`config.mk`:
```
export PLATFORM = sky130hd
export DESIGN_NAME = seq_scan_arbiter
export DESIGN_NICKNAME = d
export VERILOG_FILES = /design/src/rtl/seq_scan_pkg.sv /design/src/rtl/serial_pattern_det.sv /design/src/rtl/seq_scan_arbiter.sv
export SDC_FILE = /design/constraint.sdc
export NUM_CORES = 1
export LEC_CHECK = 0
export ABC_AREA = 1
export ABC_CLOCK_PERIOD_IN_PS = 1550
export CAP_MARGIN = 20
export CELL_PAD_IN_SITES_DETAIL_PLACEMENT = 1
export CELL_PAD_IN_SITES_GLOBAL_PLACEMENT = 1
export CORE_ASPECT_RATIO = 0.7
export CORE_MARGIN = 5
export CORE_UTILIZATION = 30
export CTS_BUF_LIST = sky130_fd_sc_hd__clkbuf_16
export DETAILED_ROUTE_END_ITERATION = 10
export GPL_TIMING_DRIVEN = 0
export PLACE_DENSITY_LB_ADDON = 0.08
export SYNTH_ARGS = -nofsm -noshare
export SYNTH_HDL_FRONTEND = slang
export SYNTH_SLANG_ARGS = --single-unit
```
`constraint.sdc`:
```
create_clock -name clk -period 1.55 [get_ports clk]
set_clock_uncertainty 0.05 [all_clocks]
set_input_delay 0.31 -clock clk [delete_from_list [all_inputs] [get_ports clk]]
set_output_delay 0.31 -clock clk [all_outputs]
set_load 0.02 [all_outputs]
```
`src/rtl/seq_scan_pkg.sv`:
```
// seq_scan_pkg: shared FSM state type and default detector pattern
package seq_scan_pkg;
  typedef enum logic [1:0] {IDLE, SCAN, RESULT} state_t;
  localparam int DEF_PAT_LEN = 4;
  localparam logic [DEF_PAT_LEN-1:0] DEF_PATTERN = 4'b1101;
endpackage

```
`src/rtl/serial_pattern_det.sv`:
```
// serial_pattern_det: overlapping Mealy detector over a serial bit stream
module serial_pattern_det
  import seq_scan_pkg::*;
#(
  parameter int PAT_LEN = DEF_PAT_LEN,
  parameter logic [PAT_LEN-1:0] PATTERN = DEF_PATTERN
) (
  input  logic clk,
  input  logic rst,
  input  logic clr,
  input  logic en,
  input  logic bit_in,
  output logic det
);
  localparam int FW = $clog2(PAT_LEN + 1);
  logic [PAT_LEN-2:0] r_hist;
  logic [FW-1:0]      r_fill;
  logic [PAT_LEN-1:0] w_win;
  assign w_win = {r_hist, bit_in};
  assign det = en && (r_fill == FW'(PAT_LEN - 1)) && (w_win == PATTERN);
  // history shifts every enabled bit; fill saturates once a full window of history exists
  always_ff @(posedge clk) begin
    if (rst || clr) begin
      r_hist <= '0;
      r_fill <= '0;
    end else if (en) begin
      r_hist <= w_win[PAT_LEN-2:0];
      r_fill <= (r_fill == FW'(PAT_LEN - 1)) ? r_fill : r_fill + 1'b1;
    end
  end
endmodule

```
`src/rtl/seq_scan_arbiter.sv`:
```
// seq_scan_arbiter: round-robin sharing of one serial pattern detector between requesters
module seq_scan_arbiter
  import seq_scan_pkg::*;
#(
  parameter int NREQ = 2,
  parameter int W = 8,
  parameter int PAT_LEN = DEF_PAT_LEN,
  parameter logic [PAT_LEN-1:0] PATTERN = DEF_PATTERN,
  parameter int IDW = 1,
  parameter int CNT_W = 4
) (
  input  logic              clk,
  input  logic              rst,
  input  logic [NREQ-1:0]   req_valid,
  output logic [NREQ-1:0]   req_ready,
  input  logic [NREQ*W-1:0] req_data,
  output logic              res_valid,
  input  logic              res_ready,
  output logic [IDW-1:0]    res_id,
  output logic [CNT_W-1:0]  res_count,
  output logic              res_hit,
  output logic              det,
  output logic              busy
);
  state_t           r_state, w_next;
  logic [IDW-1:0]   r_ptr, r_id, w_gnt;
  logic [W-1:0]     r_shreg;
  logic [CNT_W-1:0] r_cnt, r_bitcnt;
  logic             w_gnt_vld, w_xfer, w_det, w_last;
  logic [W-1:0]     w_words [NREQ];
  int               w_best;
  for (genvar g = 0; g < NREQ; g++) begin : g_words
    assign w_words[g] = req_data[g*W +: W];
  end
  // pick the valid requester nearest to the round-robin pointer
  always_comb begin
    w_gnt = '0;
    w_gnt_vld = 1'b0;
    w_best = NREQ;
    for (int i = 0; i < NREQ; i++) begin
      if (req_valid[i] && ((i + NREQ - int'(r_ptr)) % NREQ) < w_best) begin
        w_best = (i + NREQ - int'(r_ptr)) % NREQ;
        w_gnt = IDW'(i);
        w_gnt_vld = 1'b1;
      end
    end
  end
  assign w_last = r_bitcnt == CNT_W'(W - 1);
  // next state and handshake outputs
  always_comb begin
    w_xfer = r_state == IDLE && w_gnt_vld && !rst;
    req_ready = w_xfer ? NREQ'(1) << w_gnt : '0;
    res_valid = r_state == RESULT;
    busy = r_state != IDLE;
    w_next = (r_state == IDLE && w_gnt_vld) ? SCAN :
             (r_state == SCAN && w_last) ? RESULT :
             (r_state == RESULT && res_ready) ? IDLE : r_state;
  end
  // state register
  always_ff @(posedge clk) r_state <= rst ? IDLE : w_next;
  // word capture, serialisation and match counting
  always_ff @(posedge clk) begin
    if (rst) begin
      r_ptr <= '0;
      r_id <= '0;
      r_shreg <= '0;
      r_cnt <= '0;
      r_bitcnt <= '0;
    end else if (w_xfer) begin
      r_shreg <= w_words[w_gnt];
      r_id <= w_gnt;
      r_cnt <= '0;
      r_bitcnt <= '0;
      r_ptr <= IDW'((int'(w_gnt) + 1) % NREQ);
    end else if (r_state == SCAN) begin
      r_shreg <= {r_shreg[W-2:0], 1'b0};
      r_bitcnt <= r_bitcnt + 1'b1;
      r_cnt <= r_cnt + CNT_W'(w_det);
    end
  end
  serial_pattern_det #(.PAT_LEN(PAT_LEN), .PATTERN(PATTERN)) u_det (
    .clk(clk), .rst(rst), .clr(w_xfer), .en(r_state == SCAN),
    .bit_in(r_shreg[W-1]), .det(w_det)
  );
  assign det = w_det;
  assign res_id = r_id;
  assign res_count = r_cnt;
  assign res_hit = |r_cnt;
endmodule

```
After elaboration in Yosys (flattened, before gate mapping)
Cells that the tools add are included.
{ "classes": {"addsub": 6, "magnitude_cmp": 3, "eq_ne": 5, "shift": 1, "mux": 13, "n_bitwise": 4, "reduce_logical": 19} }
{ "op_table": {"columns": ["operator", "n"], "rows": [
  ["$mux W8", 5],
  ["$lt A2 B32 Y1", 1],
  ["$mux W32", 1],
  ["$logic_and A1 B1 Y1", 8],
  ["$mux W2", 3],
  ["$reduce_bool A2 Y1", 3],
  ["$sub A2 B1 Y3 const A", 2],
  ["$add A4 B1 Y4", 1],
  ["$add A4 B1 Y4 const B", 1],
  ["$eq A4 B3 Y1 const B", 1],
  ["$eq A4 B4 Y1 const B", 1],
  ["$mux W1", 4],
  ["$reduce_or A2 Y1", 2],
  ["$reduce_or A4 Y1", 1],
  ["$add A3 B1 Y3 const B", 1],
  ["$eq A3 B2 Y1 const B", 1],
  ["$lt A2 B3 Y1 const B", 1],
  ["$reduce_bool A3 Y1", 1],
  ["$and A1 B1 Y1", 2],
  ["$eq A2 B1 Y1 const B", 1],
  ["$eq A2 B2 Y1 const B", 1],
  ["$ge A2 B2 Y1 const B", 1],
  ["$logic_not A2 Y1", 1],
  ["$not A1 Y2", 1],
  ["other kinds (6)", 6]
]} }
{ "totals": {"reg_bits": 26, "out_inout_bits": 11} }

Logic depth before layout (Yosys ltp)
Gate-level depths: netlist of the first run.
{ "logic_depth": {"word_depth": 13, "depth_mapped": 11, "ltp_nobuf": 11} }

Cells and area by module
A second synthesis of the first run with hierarchy kept.
{ "unflattened": {"hier_cells": 207, "hier_area_um2": 1393.8} }
{ "by_module_without_submodules": {"columns": ["module", "n_inst", "cells_each", "area_each_um2", "seq_area_each_um2"], "rows": [
  ["seq_scan_arbiter", 1, 168, 1114.8, 400.4],
  ["serial_pattern_det", 1, 39, 279.0, 120.1]
]} }

Least setup slack after synthesis of the first run
Ideal clock, no wire load.
{ "synth_timing": {"path_kind": "flip-flop to flip-flop", "from": "register u_det.r_fill[0]", "to": "register r_cnt[2] (netlist: res_count[2])", "setup_ps": 64, "arrival_time_ps": 2281, "slack_ps": -845, "stages_incl_launch_ff": 11, "n_path_buf": 0, "cell_sequence": "dfxtp_1 -> ha_1 -> ha_1 -> nand2_1 -> nor4b_1 -> ha_1 -> ha_1 -> inv_1 -> o21ai_0 -> nand2_1 -> nor2_1"} }
{ "synth_via": {"elab_chain_cells": 4} }
{ "synth_lines": {"columns": ["element", "line_no", "rtl"], "rows": [
  ["from (decl)", "serial_pattern_det.sv:17", "logic [FW-1:0] r_fill;"],
  ["from (signal assigned)", "serial_pattern_det.sv:28", "r_fill <= (r_fill == FW'(PAT_LEN - 1)) ? r_fill : r_fill + 1'b1;"],
  ["$eq A3 B2 Y1", "serial_pattern_det.sv:20", "assign det = en && (r_fill == FW'(PAT_LEN - 1)) && (w_win == PATTERN);"],
  ["$logic_and A1 B1 Y1 (2 in series)", "serial_pattern_det.sv:20", null],
  ["named net det", "seq_scan_arbiter.sv:22", "output logic det,"],
  ["$add A4 B1 Y4", "seq_scan_arbiter.sv:78", "r_cnt <= r_cnt + CNT_W'(w_det);"],
  ["to (signal assigned)", "seq_scan_arbiter.sv:78", null],
  ["to (decl)", "seq_scan_arbiter.sv:28", "logic [CNT_W-1:0] r_cnt, r_bitcnt;"]
]} }
The timed path passes the listed nets, and every way through them passes these cells.
A chain may end at the register's enable or synchronous reset.

Final worst setup path of the first run
{ "layout_timing": {"from": "register u_det.r_fill[1]", "to": "output det"} }
{ "layout_via": {"elab_chain_cells": 3} }
{ "layout_lines": {"columns": ["element", "line_no"], "rows": [
  ["$eq A3 B2 Y1", "serial_pattern_det.sv:20"],
  ["$logic_and A1 B1 Y1 (2 in series)", "serial_pattern_det.sv:20"],
  ["to (decl)", "seq_scan_arbiter.sv:22"]
]} }
Every way passes these cells.

==> impl_metrics.json, run 1 <==
{
  "run_status": "finished with violations",
  "violations": "negative setup slack",
  "num_vias": 1389,
  "finalSetupViolCount": 6,
  "synthMuxAreaShare_pct": 0,
  "first_global_vias": 1380,
  "routedWlPerCell_um": 13.5,
  "synth_top_area_share_pct": 39.1,
  "fill_cells": 569,
  "drt_iter0_markers": 28,
  "diodes": 0,
  "synth_xor_area_share_pct": 0.659,
  "synth_compound_area_share_pct": 6.87,
  "synthSimpleGateAreaFrac_pct": 39.6,
  "antenna_found_initial": 0,
  "fp.dieW_um": 89.6,
  "final.setup.tns_ns": -0.769,
  "syn_avg_cell_area_um2": 6.65,
  "path_max_fanout": 2,
  "synth_nets": 226,
  "yosysTopAreaCell": "dfxtp_1",
  "hold_viol_final": 0,
  "clk_latency_ns": 0.26,
  "setup_slack_ns": -0.196,
  "gp_congestion": 0.720,
  "std_cell_rows": 20,
  "syn-cell-area_um2": 1330,
  "grt_max_degree": 15,
  "syn-instance-count": 200,
  "overflow": 0,
  "drv_slew": 0,
  "grt_pass1_wl_mm": 6.70,
  "ys_ff_latch": 26,
  "seqPwrFrac_pct": 42.1,
  "totalWireLength_mm": 4.02,
  "drt_first_pass_iters": 5,
  "grtUsageTotal_pct": 14.8,
  "fmax_mhz": 573,
  "p_int_w": 0.00126,
  "die_h_um": 65.7,
  "portBuffers": 29,
  "layout_commonest_cell": "nand2_1",
  "yosysSeqAreaShare_pct": 39.1,
  "root_buffer": "clkbuf_16",
  "cts_buffers": 3,
  "swShare_pct": 29.6,
  "maxCapViolations": 0,
  "min_path_type": "in2reg",
  "relSlewSlack_pct": 79.3,
  "end_kind": "output port",
  "ys.warnings.count": 0,
  "clk_path_buf_depth": 2,
  "vdd_drop_max_uv": 623,
  "finalCritPeriodShare_pct": 113,
  "synth_fa_ha_area_share_pct": 4.70,
  "met3_usage_pct": 3.51,
  "arrival_ns": 1.39,
  "utilization_pct": 45.7,
  "clock-sinks": 26,
  "ant_nets": 0,
  "path_class": "reg2out",
  "clk_pin_slew_ns": 0.07,
  "grt_use_met1_pct": 19.6,
  "seqCellArea_um2": 527,
  "syn_to_final_growth_pct": 48.0,
  "cp.required_ns": 1.19,
  "multiInputGateArea_um2": 817,
  "grt_setup_unrepaired": "yes",
  "final_cell_mix": "56 x nand2_1, 30 x nor2_1, 21 x dfxtp_1, 18 x inv_1, 18 x nand3_1",
  "powerDensity_nw_per_um2": 912,
  "io_pins": 32,
  "drc": 0,
  "worst_slew_pin_slew_ns": 0.309,
  "combPwrFrac_pct": 25.4,
  "synth_top_family_by_area": "simple AND/OR/NAND/NOR gates",
  "coreArea_um2": 4300,
  "hpwlAfterDp_mm": 3.12,
  "p_leak_nw": 0.912,
  "via_per_inst": 4.68,
  "die-area_um2": 5890,
  "switching_power_w": 0.000531,
  "cp-start-kind": "flop",
  "ys_types": 24,
  "timing.final.crit_period_ns": 1.75,
  "grtUsageMet2_pct": 24.9,
  "hold_buffers": 0,
  "drive_above_1_share_pct": 21.5,
  "cts_tree": "built",
  "synthTopCellsByArea": "dfxtp_1 39%, nand2_1 17%, nor2_1 9.0%",
  "grt_busiest_layer": "met2",
  "final_nets": 269,
  "initial_core_util_pct": 30.9,
  "cts_max_level": 1,
  "clockPowerShare_pct": 32.5
}
[through the flow]
step	cell area, um2	hold slack [ns]	setup WS [ns]	cells	total power (W)
6_report	1970	0.241	-0.196	297	0.00179
5_1_grt	1970	0.244	-0.321	297	0.00190
4_1_cts	1900	0.240	-0.210	291	0.00179
3_5_place_dp	1770	0.425	-0.901	284	0.00117
3_3_place_gp	1770	0.402	-0.872	284	0.00115
2_1_floorplan	1410	0.394	-0.248	200	0.00102
[cell usage after synthesis]
cell type  instances
nand2_2            3
or2_0              2
xor2_1             1
clkinv_1           1
inv_1             20
nand2_1           61
or2_4              1
nor3_1             2
buf_2              3
buf_6              1
nand3_1           19
nand4_1            1
nand3_2            1
nor2_1            32
a21oi_1           11
a211oi_1           1
nor3b_1            1
o22ai_1            1
o21ai_0            3
a21o_1             1
dfxtp_1           26
buf_4              2
ha_1               5
nor4b_1            1
[power groups by stage]
stage / registers, W / clock network [W] / logic (W)
3_3_place_gp: 0.000765 / 0 / 0.000383
5_1_grt: 0.000762 / 0.000631 / 0.000511
4_1_cts: 0.000756 / 0.000601 / 0.000429
6_report: 0.000756 / 0.000583 / 0.000455
2_1_floorplan: 0.000762 / 0 / 0.000259
3_5_place_dp: 0.000769 / 0 / 0.000401
[cell families after synthesis]
kind of cell | count (synthesis)
XOR/XNOR | 1
flip-flops | 26
buffers and inverters | 27
AO/OA/AOI/OAI | 17
adder cells (fa/ha/maj) | 5
AND/OR/NAND/NOR | 124
[worst max-delay path: stages, from the launching register on]
cell     delay [ns]
dfxtp_2        0.35
ha_4           0.15
ha_4           0.14
nand2_4        0.05
nor4b_4        0.25
buf_4          0.19
[state kept, by name (all words and copies together), names as in the netlist]
signal,count
r_bitcnt,4
r_ptr,1
r_shreg,8
r_state,2
res_count,4
res_id,1
u_det.r_fill,3
u_det.r_hist,3
[final cells by class]
| cell class | instances | area share (%) |
|---|---|---|
| clock inverter | 1 | 0.191 |
| clock buffer | 3 | 3.81 |
| multi-input combinational | 147 | 41.5 |
| buffer | 6 | 2.42 |
| timing repair buffer | 38 | 17.5 |
| sequential | 26 | 26.8 |
| inverter | 21 | 4.26 |
| tap | 55 | 3.50 |
[per-layer routing]
| metal | up-vias | wire, um |
|---|---|---|
| li1 | 715 | - |
| met1 | 659 | 1900 |
| met2 | 13 | 1960 |
| met3 | 2 | 138 |
| met4 | 0 | 13 |
| met5 | - | 0 |
[what timing repair did]
action / in CTS / in global routing
endpoints found under the setup margin: 19 / 10
gates resized for setup: 38 / 10
pin swaps: 4 / 4
setup buffers: 3 / 6
[final timing paths]
check | startpoint | end | slack [ns] | cells past startpoint
setup reg to reg | u_det.r_fill[1]$_SDFFE_PP0P_ | res_count[2]$_SDFFE_PP0P_ | -0.19 | 10
hold / removal | rst | r_shreg[0]$_SDFFE_PP0P_ | 0.24 | 2
hold reg to reg | u_det.r_hist[2]$_SDFFE_PP0P_ | u_det.r_hist[2]$_SDFFE_PP0P_ | 0.43 | 2
setup / recovery | u_det.r_fill[1]$_SDFFE_PP0P_ | det | -0.20 | 5
Note: power is estimated with default switching activity, not from simulation.
==> run 2, diff against run 1 <==
SKIP_LAST_GASP = 1   (was unset)
==> run 2 against run 1 <==
Net effect: the run still ends with negative setup slack left; die area is the same; sequential power about the same; highest routed layer unchanged; sequential share of layout area rose by 0.41 points; utilization down 0.70 points; cell count decreased by 1.0%; critical endpoint unchanged; wire length down 2.4%; sequential cell count is the same; largest power group unchanged; non-clock buffer count is 3 lower; total power is 1.2% lower.
==> impl_metrics.json, run 2 (synthesized netlist as in run 1, its figures left out) <==
{
  "path_max_fanout": 2,
  "postPlaceCellArea_um2": 1770,
  "grt_setup_unrepaired": "yes",
  "switching_power_w": 0.000519,
  "io_pins": 32,
  "diodes": 0,
  "drv_slew": 0,
  "vdd_drop_max_uv": 622,
  "fmax_mhz": 573,
  "clock-sinks": 26,
  "finalCritPeriodShare_pct": 113,
  "drt_first_pass_iters": 4,
  "drc": 0,
  "hold_viol_final": 0,
  "worst_slew_pin_slew_ns": 0.321,
  "syn_to_final_growth_pct": 45.7,
  "instances_no_fill": 294,
  "setup_slack_ns": -0.195,
  "grt_pass1_wl_mm": 6.68,
  "std_cell_rows": 20,
  "hpwlAfterDp_mm": 3.12,
  "arrival_ns": 1.39,
  "worstHoldEndpoint": "r_shreg[0]$_SDFFE_PP0P_",
  "worstHoldStart": "rst",
  "combPwrFrac_pct": 24.9,
  "finalSetupViolCount": 6,
  "cts_max_level": 1,
  "totalWireLength_mm": 3.92,
  "path_class": "reg2out",
  "fp.dieW_um": 89.6,
  "pre_cts_slack_ns": -0.901,
  "clockPowerShare_pct": 32.5,
  "die-area_um2": 5890,
  "layout_commonest_cell": "nand2_1",
  "fill_cells": 571,
  "ant_nets": 0,
  "die_h_um": 65.7,
  "largest_reg_flops": 8,
  "top_register": "r_shreg",
  "min_path_type": "in2reg",
  "reg2reg_to": "res_count[2]$_SDFFE_PP0P_",
  "multiInputGateArea_um2": 807,
  "swShare_pct": 29.3,
  "run_status": "finished with violations",
  "coreArea_um2": 4300,
  "maxCapViolations": 0,
  "drive_above_1_share_pct": 19.7,
  "cp.required_ns": 1.19,
  "seqCellArea_um2": 527,
  "worstReg2RegStart": "u_det.r_fill[1]$_SDFFE_PP0P_",
  "final_nets": 266,
  "fin_area_um2": 1940,
  "clk_path_buf_depth": 2,
  "num_vias": 1380,
  "seqPwrFrac_pct": 42.6,
  "hold_buffers": 0,
  "antenna_found_initial": 0,
  "routedWlPerCell_um": 13.3,
  "end_kind": "output port",
  "powerDensity_nw_per_um2": 915,
  "clk_latency_ns": 0.26,
  "grt_max_degree": 15,
  "cp-start-kind": "flop",
  "final_cell_mix": "56 x nand2_1, 30 x nor2_1, 21 x dfxtp_1, 18 x inv_1, 18 x nand3_1",
  "grtUsageTotal_pct": 14.6,
  "timing.final.crit_period_ns": 1.75,
  "drt_iter0_markers": 23,
  "clk_pin_slew_ns": 0.06,
  "initial_core_util_pct": 30.9,
  "violations": "negative setup slack",
  "dp.cells": 284,
  "p_int_w": 0.00125,
  "r2r_slack_ns": -0.19,
  "hold_ws_ns": 0.244,
  "whs_path_depth": 2,
  "gp_congestion": 0.720,
  "final.setup.tns_ns": -0.749,
  "cts_buffers": 3,
  "via_per_inst": 4.69,
  "root_buffer": "clkbuf_16",
  "cts_tree": "built",
  "relSlewSlack_pct": 78.5,
  "p_leak_nw": 0.896,
  "first_global_vias": 1379,
  "portBuffers": 29,
  "overflow": 0,
  "reg2reg_depth": 10
}
[run 2: how the worst max path moves through the flow]
stage,slack [ns],to,depth (start not counted),startpoint
2_1_floorplan,-0.25,res_count[2]$_SDFFE_PP0P_,10,u_det.r_fill[1]$_SDFFE_PP0P_
3_3_place_gp,-0.87,req_ready[0],7,req_valid[0]
3_5_place_dp,-0.90,req_ready[0],7,req_valid[0]
4_1_cts,-0.24,req_ready[0],5,r_state[0]$_SDFFE_PP0P_
5_1_grt,-0.32,res_count[2]$_SDFFE_PP0P_,10,u_det.r_fill[1]$_SDFFE_PP0P_
6_report,-0.20,det,5,u_det.r_fill[1]$_SDFFE_PP0P_
[run 2: power by group through the flow]
stage	Sequential (W)	Clock (W)	Combinational (W)
2_1_floorplan	0.000762	0	0.000259
3_3_place_gp	0.000765	0	0.000383
3_5_place_dp	0.000769	0	0.000401
4_1_cts	0.000754	0.000601	0.000424
5_1_grt	0.000762	0.000631	0.000496
6_report	0.000756	0.000577	0.000441
[run 2: metal layers]
layer / global-route usage [%] / share of wire (%)
met4: 1.67 / 0.33
met5: 0 / 0
met3: 3.51 / 3.2
met1: 19.7 / 49
met2: 24.4 / 48
[run 2: layout make-up]
class	count	share of cell area (%)
Multi-Input combinational cell	147	41.6
Sequential cell	26	27.2
Timing Repair Buffer	35	16.8
Inverter	21	4.33
Clock buffer	3	3.87
Tap cell	55	3.55
Buffer	6	2.45
Clock inverter	1	0.194
[run 2: worst max-delay path, stage by stage (launching register included)]
cell and delay [ns]:
dfxtp_2 0.35, ha_4 0.15, ha_4 0.14, nand2_4 0.05, nor4b_4 0.25, buf_4 0.19
[run 2: stage by stage]
step / total power (W) / util (%)
after global placement: 0.00115 / 41.1
after global routing: 0.00189 / 45.0
after floorplan: 0.00102 / -
final: 0.00177 / 45.0
after CTS: 0.00178 / 43.8
after detailed placement: 0.00117 / 41.1
[run 2: what timing repair did]
item                                    4_1_cts  5_1_grt
endpoints found under the setup margin       19       15
hold endpoints to repair                      0        0
gates resized for setup                      34       10
setup buffers                                 3        3
pin swaps                                     4        3
==> run 3, diff against run 2 <==
ABC_CLOCK_PERIOD_IN_PS = 2000   (was 1550)
PLACE_DENSITY = 0.79   (was unset)
PLACE_DENSITY_LB_ADDON = unset   (was 0.08)
clock period = 2 ns   (was 1.55 ns; I/O delays follow)
==> run 3 against run 2 <==
Net effect: the flow now finishes without violations; total power down 24%; utilization decreased by 2.0 points; sequential cell count did not move; die area unchanged; largest power group unchanged.
==> impl_metrics.json, run 3 (synthesized netlist as in run 1, its figures left out) <==
{
  "crit_top_cell": "ha_4",
  "syn_to_final_growth_pct": 39.2,
  "via_per_inst": 4.56,
  "worst_slew_pin_slew_ns": 0.296,
  "cp_num_buf_inv": 1,
  "portBuffers": 29,
  "fmax_mhz": 524,
  "antenna_found_initial": 0,
  "totalWireLength_mm": 3.64,
  "finalCritPeriodShare_pct": 95.4,
  "timing.final.crit_period_ns": 1.91,
  "grtUsageTotal_pct": 13.5,
  "cts_buffers": 3,
  "die-area_um2": 5890,
  "num_vias": 1317,
  "fill_cells": 567,
  "clock-sinks": 26,
  "layout_commonest_cell": "nand2_1",
  "cts_max_level": 1,
  "finalSetupViolCount": 0,
  "max_stage_delay_ns": 0.36,
  "drive_above_1_share_pct": 13.7,
  "combPwrFrac_pct": 23.2,
  "powerDensity_nw_per_um2": 726,
  "cts_tree": "built",
  "cp.required_ns": 1.55,
  "overflow": 0,
  "drt_iter0_markers": 33,
  "root_buffer": "clkbuf_16",
  "end_kind": "output port",
  "fp.dieW_um": 89.6,
  "hpwlAfterDp_mm": 2.77,
  "grt_pass1_wl_mm": 6.16,
  "dp.cells": 284,
  "fin_area_um2": 1850,
  "min_path_type": "in2reg",
  "hold_buffers": 0,
  "final_cell_mix": "58 x nand2_1, 31 x nor2_1, 25 x clkdlybuf4s50_1, 23 x dfxtp_1",
  "cp-start-kind": "flop",
  "std_cell_rows": 20,
  "drt_first_pass_iters": 4,
  "diodes": 0,
  "p_total_w": 0.00135,
  "arrival_ns": 1.46,
  "instances_no_fill": 289,
  "relSlewSlack_pct": 80.2,
  "final.setup.tns_ns": 0,
  "coreArea_um2": 4300,
  "final_nets": 261,
  "p_leak_nw": 0.814,
  "swShare_pct": 28.8,
  "path_class": "reg2out",
  "grt_use_met1_pct": 18.3,
  "clk_pin_slew_ns": 0.07,
  "top_register": "r_shreg",
  "clockPowerShare_pct": 33.5,
  "first_global_vias": 1342,
  "grtUsageMet2_pct": 21.1,
  "clk_path_buf_depth": 2,
  "clk_latency_ns": 0.26,
  "drv_slew": 0,
  "io_pins": 32,
  "switching_power_w": 0.000388,
  "path_max_fanout": 3,
  "seqCellArea_um2": 524,
  "crit_family": "flip-flops",
  "vdd_drop_max_uv": 288,
  "multiInputGateArea_um2": 762,
  "drc": 0,
  "crit_slowest_cell": "dfxtp_2",
  "met3_usage_pct": 3.38,
  "p_int_w": 0.000957,
  "cp_cell_sequence": "ha_4 > ha_4 > nand2_2 > nor4b_4 > buf_4",
  "postPlaceCellArea_um2": 1700,
  "ant_nets": 0,
  "grt_max_degree": 15,
  "run_status": "completed",
  "hold_ws_ns": 0.329,
  "grt_setup_unrepaired": "no",
  "hold_viol_final": 0,
  "initial_core_util_pct": 30.9,
  "gp_congestion": 0.713,
  "seqPwrFrac_pct": 43.3,
  "routedWlPerCell_um": 12.6,
  "largest_reg_flops": 8,
  "maxCapViolations": 0,
  "die_h_um": 65.7,
  "grt_busiest_layer": "met2"
}
==> run 3: what timing repair did <==
action,in CTS,in global routing
setup buffers,1,0
pin swaps,1,2
resized for setup,26,11
setup endpoints to repair,4,3
==> run 3: through the flow <==
| step | worst slack (ns) | utilization, % |
|---|---|---|
| after global placement | -0.622 | 39.6 |
| final | 0.0912 | 43.0 |
| after floorplan | 0.0880 | - |
| after detailed placement | -0.621 | 39.6 |
| after global routing | 0.00730 | 43.0 |
| after CTS | 0.0265 | 42.2 |
==> run 3: per-layer routing <==
layer	wire, um	part of all wire (%)
met5	0	0
met4	42	1.2
met3	134	3.7
met2	1640	45
met1	1830	50
==> run 3: worst register-to-register path: cells and delay by family (launching register included) <==
family	cells	cell delay (ns)
adders and majority gates	4	0.68
and+or+nand+nor	4	0.50
DFF	1	0.36
AOI/OAI and AO/OA	1	0.12
buffers and inverters	1	0.04
==> run 3: layout make-up <==
| type | count | share of cell area [%] |
|---|---|---|
| multi-input combinational | 147 | 41.1 |
| sequential | 26 | 28.3 |
| timing repair buffer | 30 | 15.5 |
| inverter | 21 | 4.53 |
| clock buffer | 3 | 4.05 |
| tap | 55 | 3.72 |
| buffer | 6 | 2.57 |
| clock inverter | 1 | 0.203 |
==> run 3: power by group through the flow <==
stage / Sequential [W] / Clock [W] / Combinational, W
2_1_floorplan: 0.000585 / 0 / 0.000195
3_3_place_gp: 0.000588 / 0 / 0.000290
3_5_place_dp: 0.000590 / 0 / 0.000297
4_1_cts: 0.000580 / 0.000467 / 0.000314
5_1_grt: 0.000586 / 0.000489 / 0.000355
6_report: 0.000583 / 0.000450 / 0.000312
==> run 3: worst paths after layout <==
check,startpoint,end,slack [ns],depth (start not counted)
worst max-delay path,u_det.r_fill[0]$_SDFFE_PP0P_,det,0.09,5
worst min register to register,u_det.r_fill[2]$_SDFFE_PP0P_,u_det.r_fill[2]$_SDFFE_PP0P_,0.42,2
worst min-delay path,rst,r_shreg[0]$_SDFFE_PP0P_,0.33,2
worst max register to register,u_det.r_fill[0]$_SDFFE_PP0P_,res_count[2]$_SDFFE_PP0P_,0.19,10
